`config.mk`:
```
export PLATFORM = sky130hd
export DESIGN_NAME = column_scheduler
export DESIGN_NICKNAME = d
export VERILOG_FILES = /design/src/rtl/column_scheduler_pkg.sv /design/src/rtl/column_scheduler_edge_detect.sv /design/src/rtl/column_scheduler.sv
export SDC_FILE = /design/constraint.sdc
export NUM_CORES = 1
export LEC_CHECK = 0
export CORE_MARGIN = 4
export CORE_UTILIZATION = 48
export CTS_CLUSTER_DIAMETER = 60
export CTS_CLUSTER_SIZE = 20
export DETAILED_ROUTE_END_ITERATION = 7
export PLACE_DENSITY_LB_ADDON = 0.08
export SYNTH_ARGS = -nofsm -noshare
export SYNTH_HDL_FRONTEND = slang
export SYNTH_SLANG_ARGS = --single-unit
```
`constraint.sdc`:
```
create_clock -name clk_i -period 3.8 [get_ports clk_i]
set_clock_uncertainty 0.1 [all_clocks]
set_input_delay 0.76 -clock clk_i [delete_from_list [all_inputs] [get_ports clk_i]]
set_output_delay 0.76 -clock clk_i [all_outputs]
set_load 0.05 [all_outputs]
```
`src/rtl/column_scheduler_pkg.sv`:
```
// Shared types and defaults for the column scheduler.
// Holds the FSM state encoding and the angle/offset wrap-around helper.
package column_scheduler_pkg;

    localparam int DEF_NB_ANGLES = 128;
    localparam int DEF_COL_WIDTH = 48;
    localparam int DEF_OVR_WIDTH = 16;

    typedef enum logic [1:0] {
        IDLE    = 2'd0,
        READ    = 2'd1,
        WAIT    = 2'd2,
        PRESENT = 2'd3
    } state_e;

    // Modulo-2^width add; callers truncate the result to their angle width.
    function automatic logic [31:0] angle_wrap_add(input logic [31:0] a,
                                                   input logic [31:0] b,
                                                   input int          width);
        logic [31:0] mask;
        mask = (32'd1 << width) - 32'd1;
        return (a + b) & mask;
    endfunction

endpackage

```
`src/rtl/column_scheduler_edge_detect.sv`:
```
// Rising-edge detector: registers the input once and flags the 0->1 transition.
// A level held high for many cycles produces a single one-cycle rise.
module edge_detect (
    input  logic clk_i,
    input  logic rst_i,
    input  logic sig_i,
    output logic rise_o
);

    logic sig_q;

    always_ff @(posedge clk_i) begin
        if (rst_i) begin
            sig_q <= 1'b0;
        end else begin
            sig_q <= sig_i;
        end
    end

    assign rise_o = sig_i & ~sig_q;

endmodule

```
`src/rtl/column_scheduler.sv`:
```
// Column scheduler: fetches a RAM column on every angle change and presents it to the LED driver.
// Optional macro ANGLE_OFFSET_EN adds angle_offset_i, applied to the fetched/reported angle.
module column_scheduler
    import column_scheduler_pkg::*;
#(
    parameter int NB_ANGLES   = DEF_NB_ANGLES,
    parameter int ANGLE_WIDTH = $clog2(NB_ANGLES),
    parameter int COL_WIDTH   = DEF_COL_WIDTH,
    parameter int OVR_WIDTH   = DEF_OVR_WIDTH
) (
    input  logic                   clk_i,
    input  logic                   rst_i,
    input  logic [ANGLE_WIDTH-1:0] angle_i,
`ifdef ANGLE_OFFSET_EN
    input  logic [ANGLE_WIDTH-1:0] angle_offset_i,
`endif
    input  logic                   turn_tick_i,
    output logic                   rd_en_o,
    output logic [ANGLE_WIDTH:0]   rd_addr_o,
    input  logic [COL_WIDTH-1:0]   rd_data_i,
    output logic                   col_valid_o,
    output logic [COL_WIDTH-1:0]   col_data_o,
    output logic [ANGLE_WIDTH-1:0] col_angle_o,
    input  logic                   col_ready_i,
    input  logic                   swap_req_i,
    output logic                   swap_ack_o,
    output logic                   disp_bank_o,
    output logic [OVR_WIDTH-1:0]   overrun_cnt_o
);

    state_e                 state_q;
    logic [ANGLE_WIDTH-1:0] prev_angle_q;
    logic                   pending_q;
    logic [ANGLE_WIDTH-1:0] pend_angle_q;
    logic                   rd_en_q;
    logic [ANGLE_WIDTH:0]   rd_addr_q;
    logic                   col_valid_q;
    logic [COL_WIDTH-1:0]   col_data_q;
    logic [ANGLE_WIDTH-1:0] col_angle_q;
    logic                   swap_ack_q;
    logic                   disp_bank_q;
    logic [OVR_WIDTH-1:0]   overrun_q;

    logic                   new_slot;
    logic                   tick_rise;
    logic                   swap_fire;
    logic                   bank_d;
    logic [ANGLE_WIDTH-1:0] cur_target_d;
    logic [ANGLE_WIDTH-1:0] sel_target_d;
    logic [OVR_WIDTH-1:0]   overrun_d;

    edge_detect u_tick_edge (
        .clk_i  (clk_i),
        .rst_i  (rst_i),
        .sig_i  (turn_tick_i),
        .rise_o (tick_rise)
    );

    assign new_slot  = (angle_i != prev_angle_q);
    assign swap_fire = tick_rise & swap_req_i;
    // A swap in the same cycle as a fetch decision is visible to that fetch.
    assign bank_d    = disp_bank_q ^ swap_fire;
    assign overrun_d = (&overrun_q) ? overrun_q : overrun_q + 1'b1;

`ifdef ANGLE_OFFSET_EN
    assign cur_target_d = ANGLE_WIDTH'(angle_wrap_add(32'(angle_i), 32'(angle_offset_i), ANGLE_WIDTH));
`else
    assign cur_target_d = angle_i;
`endif

    assign sel_target_d = new_slot ? cur_target_d : pend_angle_q;

    always_ff @(posedge clk_i) begin
        if (rst_i) begin
            state_q      <= IDLE;
            prev_angle_q <= '0;
            pending_q    <= 1'b0;
            pend_angle_q <= '0;
            rd_en_q      <= 1'b0;
            rd_addr_q    <= '0;
            col_valid_q  <= 1'b0;
            col_data_q   <= '0;
            col_angle_q  <= '0;
            swap_ack_q   <= 1'b0;
            disp_bank_q  <= 1'b0;
            overrun_q    <= '0;
        end else begin
            prev_angle_q <= angle_i;
            swap_ack_q   <= swap_fire;
            disp_bank_q  <= bank_d;
            rd_en_q      <= 1'b0;

            case (state_q)
                IDLE: begin
                    if (new_slot || pending_q) begin
                        rd_en_q   <= 1'b1;
                        rd_addr_q <= {bank_d, sel_target_d};
                        pending_q <= 1'b0;
                        state_q   <= READ;
                    end
                end
                READ: begin
                    state_q <= WAIT;
                end
                WAIT: begin
                    col_data_q  <= rd_data_i;
                    col_angle_q <= rd_addr_q[ANGLE_WIDTH-1:0];
                    col_valid_q <= 1'b1;
                    state_q     <= PRESENT;
                end
                PRESENT: begin
                    if (col_ready_i) begin
                        col_valid_q <= 1'b0;
                        state_q     <= IDLE;
                    end
                end
                default: begin
                    state_q <= IDLE;
                end
            endcase

            // Busy: keep only the newest angle; replacing an unserved one is an overrun.
            if (new_slot && (state_q != IDLE)) begin
                pending_q    <= 1'b1;
                pend_angle_q <= cur_target_d;
                if (pending_q) begin
                    overrun_q <= overrun_d;
                end
            end
        end
    end

    assign rd_en_o       = rd_en_q;
    assign rd_addr_o     = rd_addr_q;
    assign col_valid_o   = col_valid_q;
    assign col_data_o    = col_data_q;
    assign col_angle_o   = col_angle_q;
    assign swap_ack_o    = swap_ack_q;
    assign disp_bank_o   = disp_bank_q;
    assign overrun_cnt_o = overrun_q;

endmodule

```
Yosys cells after proc, flatten, opt, wreduce, memory -nomap -nowiden:

Index checks and enable logic that the tools add are counted.

* memories kept: 0
* memory bits (read-only): 0
* flip-flop bits (word level): 101
* output and inout port bits: 83
* word-level logic and storage cells: 50
* RAM bits: 0
* bits of input ports: 60
* latch bits: 0

* $mul: 0
* equal/unequal tests: 6
* $lt $le $gt $ge: 0
* shift operators: 0
* divide/modulo/power cells: 0
* bitwise logic cells: 6
* multiplexer cells: 10
* $add $sub $neg: 1
* reductions and logical operators: 14

Operators by type and width (count)
* 16-bit by 1-bit adder with 16-bit output (second input constant): 1
* 16-bit AND reduction: 1
* 2-bit one-hot mux with 4 select lines: 1
* 2-bit AND reduction: 4
* 2-bit nonzero test: 4
* 7-bit two-way mux: 1
* 7-bit inequality test: 1
* 1-bit two-way mux: 5
* 2-bit equality test (second input constant): 2
* 2-bit two-way mux: 2
* 2-bit inequality test (second input constant): 2
* 1-bit inverter: 3
* 3-bit AND reduction: 1
* 1-bit AND: 2
* 2-bit by 1-bit equality test with 1-bit output (second input constant): 1
* 2-bit zero test: 1
* 1-bit one-hot mux with 2 select lines: 1
* 2-bit OR reduction: 1
* 1-bit logical AND: 1
* 1-bit logical OR: 1
* 1-bit XOR: 1

Depth between registers and ports, before layout:

* depth in word-level cells: 5
* gate-level depth with buffers: 9
* depth with buffers taken out: 7

Cells and area by module:

From an unflattened synthesis, not the netlist that was laid out.

* cell total of the unflattened synthesis: 409
* area total of the unflattened synthesis: 4016.4 um^2

By module, submodules not included
* column_scheduler: seq. area each 2001.9 um^2, area each 3968.8 um^2, cells each 406, instances 1
* edge_detect: seq. area each 20.0 um^2, area each 47.5 um^2, cells each 3, instances 1

Worst setup path after synthesis:

No wires, ideal clock.

* path type: reg2reg
* start point: reg overrun_q[0] (netlist: overrun_cnt_o[0])
* end point: reg overrun_q[0] (netlist: overrun_cnt_o[0])
* cell stages (with the launch flop): 10
* buffers on the path: 2
* setup time: 128 ps
* slack: 1474 ps
* clock period less this slack: 2326 ps
* data required time: 3572 ps
* arrival: 2098 ps
* cell sequence: dfxtp_1 ha_1 and4_1 buf_2 nand3_1 o22ai_1 buf_4 nor2_1 xnor2_1 nor2_1

* cells in the longest elaborated chain, start to end: 3
* elaborated cells on any way between the ends: 4
* those cells by class: add/sub: 1; bitwise: 1; reduce/logical: 2

Ends and longest elaborated chain
* start: declaration: line column_scheduler.sv:42 `logic [OVR_WIDTH-1:0] overrun_q;`
* start signal: assignment: line column_scheduler.sv:127 `overrun_q <= overrun_d;`
* parallel branches: the longest is 3 deep, another holds 16-bit by 1-bit adder with 16-bit output

Parallel ways; which one is timed is not known.
A chain may end at the register's enable or synchronous reset.

Worst setup path after layout:

* start point: in angle_i[5]
* end point: reg rd_addr_q[4] (netlist: rd_addr_o[4])

* cells in the longest elaborated chain, start to end: 3
* elaborated cells on any way between the ends: 4
* those cells by class: eq/ne: 1; mux: 1; reduce/logical: 2

Ends and longest elaborated chain
* start: declaration: line column_scheduler.sv:13 `input logic [ANGLE_WIDTH-1:0] angle_i,`
* 7-bit inequality test (*): line column_scheduler.sv:59 `assign new_slot = (angle_i != prev_angle_q);`
* 1-bit logical OR: line column_scheduler.sv:95 `if (new_slot || pending_q) begin`
* 2-bit AND reduction (no line)
* end signal: assignment: line column_scheduler.sv:97 `rd_addr_q <= {bank_d, sel_target_d};`
* end: declaration: line column_scheduler.sv:36 `logic [ANGLE_WIDTH:0] rd_addr_q;`

Mark *: on every way between the ends. The rest lies on a longest branch, timed or not.

==> results.md <==
- Fmax: 376 MHz
- Post-synth top area share: between 50% and 60%
- Reg2Reg Setup Slack: 1.44 ns
- Hold slack: slightly above 0.4 ns
- DRT iter0 DRCs: 128
- I/O Pins: ~140
- CTS Buf Count: 9
- Fillers: between 600 and 700
- GRT Max-Usage Layer: met2
- Routed WL per cell: 14.3 um
- Rel. slew slack: 33.6%
- Synth Area in XOR/XNOR: under 10%
- Net Count, Synth: roughly 460
- Detailed Route WL: between 8000 and 9000 um
- Final setup violation count: 0
- Layout cell share with drive strength beyond 1: 3.80%
- #FFs+latches synth: 101
- Average size of a mapped cell: between 9 and 10 um^2
- First-pass GRT wire length: 14700 um
- Vias/cell: ~5.0
- Chip height: approximately 98 um
- CORE AREA: a little under 8000 um^2
- Sequential Power Share: a little under two fifths
- Worst EP arrival: ~2.8 ns
- Cells after synthesis: 390
- Syn Std Cell Area: 3870 um^2
- Data required, critical path: between 3 and 4 ns
- Compound-Gate Fraction of Synth Area: 3.07%
- Switching pwr: around 0.0015 W
- Power Density: 669 nW/um^2
- Setup bufs post-CTS: 0
- Adder-cell share of the synthesized area: ~1.6%
- Global-route usage over all layers: roughly 19%
- Main synth FF type: dfxtp_1
- Final Net Count: 586
- Most frequent cells in the layout: clkdlybuf4s50_1 (141), dfxtp_1 (101), nor2_1 (91), mux2i_1 (70), xnor2_1 (21)
- Sw frac: around two fifths
- Setup crit end kind: register
- Post-synth EDFFs: 0
- Antenna Cells: 0
- Cell type with the largest total area after synthesis: dfxtp_1
- Synth top area cells: dfxtp_1 (52%), mux2i_1 (18%), nor2_1 (8.8%)
- CTS Sinks: 101
- Initial antenna violation count: 0
- PnR Total Power: 0.00371 W
- ANT nets after route: 0
- Vias: approximately 3100
- Simple-gate share of the synthesized area: about 17%
- Cells on Worst Hold Path: 2
- Post-route DRC: 0
- Setup_tns: 0 ns
- Kind of critical path: input pin to register
- CTS max path bufs: 2
- Vias in the first global route: 3167
- Die W: roughly 98 um
- Worst min-delay path class: register to register
- Die footprint: roughly 9600 um^2
- Library cells used by synthesis: 33
- Post-CTS Resized: 0
- Pin count of the biggest net entering global routing: just over 80
- Final Slew Violations: 0
- Worst skew pair latency: 0.36 ns
- Worst Path Max Fanout: 16
- Post-layout util: just over 70%
- Status: finished clean
- Site Rows: 32
- Final worst path period need: between 2 and 3 ns
- Max IR drop VDD: around 0.38 mV
- Worst slew pin tran: 0.995 ns
- H-tree levels: 3
- CP peak stage delay: approximately 0.53 ns
- Clock transition at the registers of the reported paths: around 0.1 ns
- Combinational Power Share: 44.1%
- Main combinational cell family by area after synthesis: multiplexers
- Global route total overflow: 0
- Hold Vio Cnt, Final: 0
- Port buffer count: about 140
- Gpl congestion: about 0.75
- Yosys warning total: 0
- Root Driver: clkbuf_8
- CTS tree: done
- RSZ-0062 raised after global routing: no
- Max-cap violations: 0
- P_leak: ~2.0 nW
- CTS hold repair buffers: 0
- Share of total power in the clock network: a little under a fifth
- Ordered cell list for the critical path: clkdlybuf4s50_1 -> xnor2_1 -> nand4_1 -> or2_1 -> o21a_1 -> nor2_1 -> a211oi_1
- Int Pwr: 0.00220 W
- Worst Setup Start Kind: input pin
- Met2 usage: 31.7%
- Seq/Total Area, Yosys: between 50% and 60%
- Initial Util: between 40% and 50%
- Most common cell after layout, fill and taps aside: clkdlybuf4s50_1
- Cell count of the worst reg-to-reg path: 8
- Met3 Resource Use GR: 8.14%
- Mux contribution to synthesized area: around 18%
- Met1 Usage GRT: between 20% and 30%
- Post-detail-place hpwl: approximately 6400 um
- Tcrit/Tclk final: a little over two thirds
- CP max stage cell: o21a_1
- Async set-reset flop share out of synthesis: 0%
- Area growth syn-to-layout: 43.3%
- Initial DRT Pass Iterations: 4
## worst max-delay path, delay by kind of cell
| kind | cells | cell delay [ns] |
|---|---|---|
| compound gates | 2 | 0.74 |
| xor+xnor | 1 | 0.16 |
| buf+inv | 1 | 0.47 |
| simple gates | 3 | 0.68 |
## stage by stage
| step | instances | setup WS [ns] | area (um^2) |
|---|---|---|---|
| finish | 628 | 1.14 | 5540 |
| global placement | 612 | 0.792 | 5340 |
| CTS | 628 | 1.13 | 5540 |
| floorplan | 390 | 1.47 | 3870 |
| global route | 628 | 0.865 | 5540 |
| detailed placement | 612 | 0.751 | 5340 |
## sequential cells by signal, summed over array words and instances (netlist names)
| register | count |
|---|---|
| col_data_o | 48 |
| disp_bank_o | 1 |
| u_tick_edge.sig_q | 1 |
| col_angle_o | 7 |
| pending_q | 1 |
| rd_en_o | 1 |
| pend_angle_q | 7 |
| rd_addr_o | 8 |
| swap_ack_o | 1 |
| col_valid_o | 1 |
| prev_angle_q | 7 |
| state_q | 2 |
| overrun_cnt_o | 16 |
## per-layer routing
metal,share of wire [%],routed length [um]
met1,40,3620
met2,49,4420
met3,9.3,840
met4,1.3,114
met5,0,0
## power groups by stage
stage	clock (W)	combinational, W	sequential (W)
2_1_floorplan	0	0.000616	0.00193
3_3_place_gp	0	0.00163	0.00139
3_5_place_dp	0	0.00165	0.00140
4_1_cts	0.000715	0.00165	0.00138
5_1_grt	0.000754	0.00175	0.00141
6_report	0.000693	0.00164	0.00138
## kinds of logic after synthesis
family                   count (synthesis)
flip-flops                             101
AO/OA/AOI/OAI                           17
multiplexers                            70
adder cells (fa/ha/maj)                  5
buffers and inverters                   30
AND/OR/NAND/NOR                        145
XOR/XNOR                                22
## Yosys cell counts, types with 5 or more instances
master / instances
clkbuf_1: 14
ha_1: 5
dfxtp_1: 101
a211oi_1: 8
buf_2: 6
nand2_1: 8
xnor2_1: 21
mux2i_1: 70
nor2_1: 91
nor2b_1: 8
nor3_1: 13
nand3_1: 10
inv_1: 6
## cell type report
class	count	area (um^2)	area share [%]
Clock inverter	7	82.6	1.49
Sequential cell	101	2020	36.5
Clock buffer	9	124	2.23
Timing Repair Buffer	144	1430	25.9
Inverter	6	22.5	0.406
Multi-Input combinational cell	259	1730	31.2
Tap cell	102	128	2.30
## final timing paths
| kind | from | end |
|---|---|---|
| setup / recovery | angle_i[5] | rd_addr_o[4] |
| hold / removal | col_data_o[5] | col_data_o[5] |
| setup reg to reg | overrun_cnt_o[0] | overrun_cnt_o[13] |
| hold reg to reg | col_data_o[5] | col_data_o[5] |
Power figures use the tool's default switching activity.
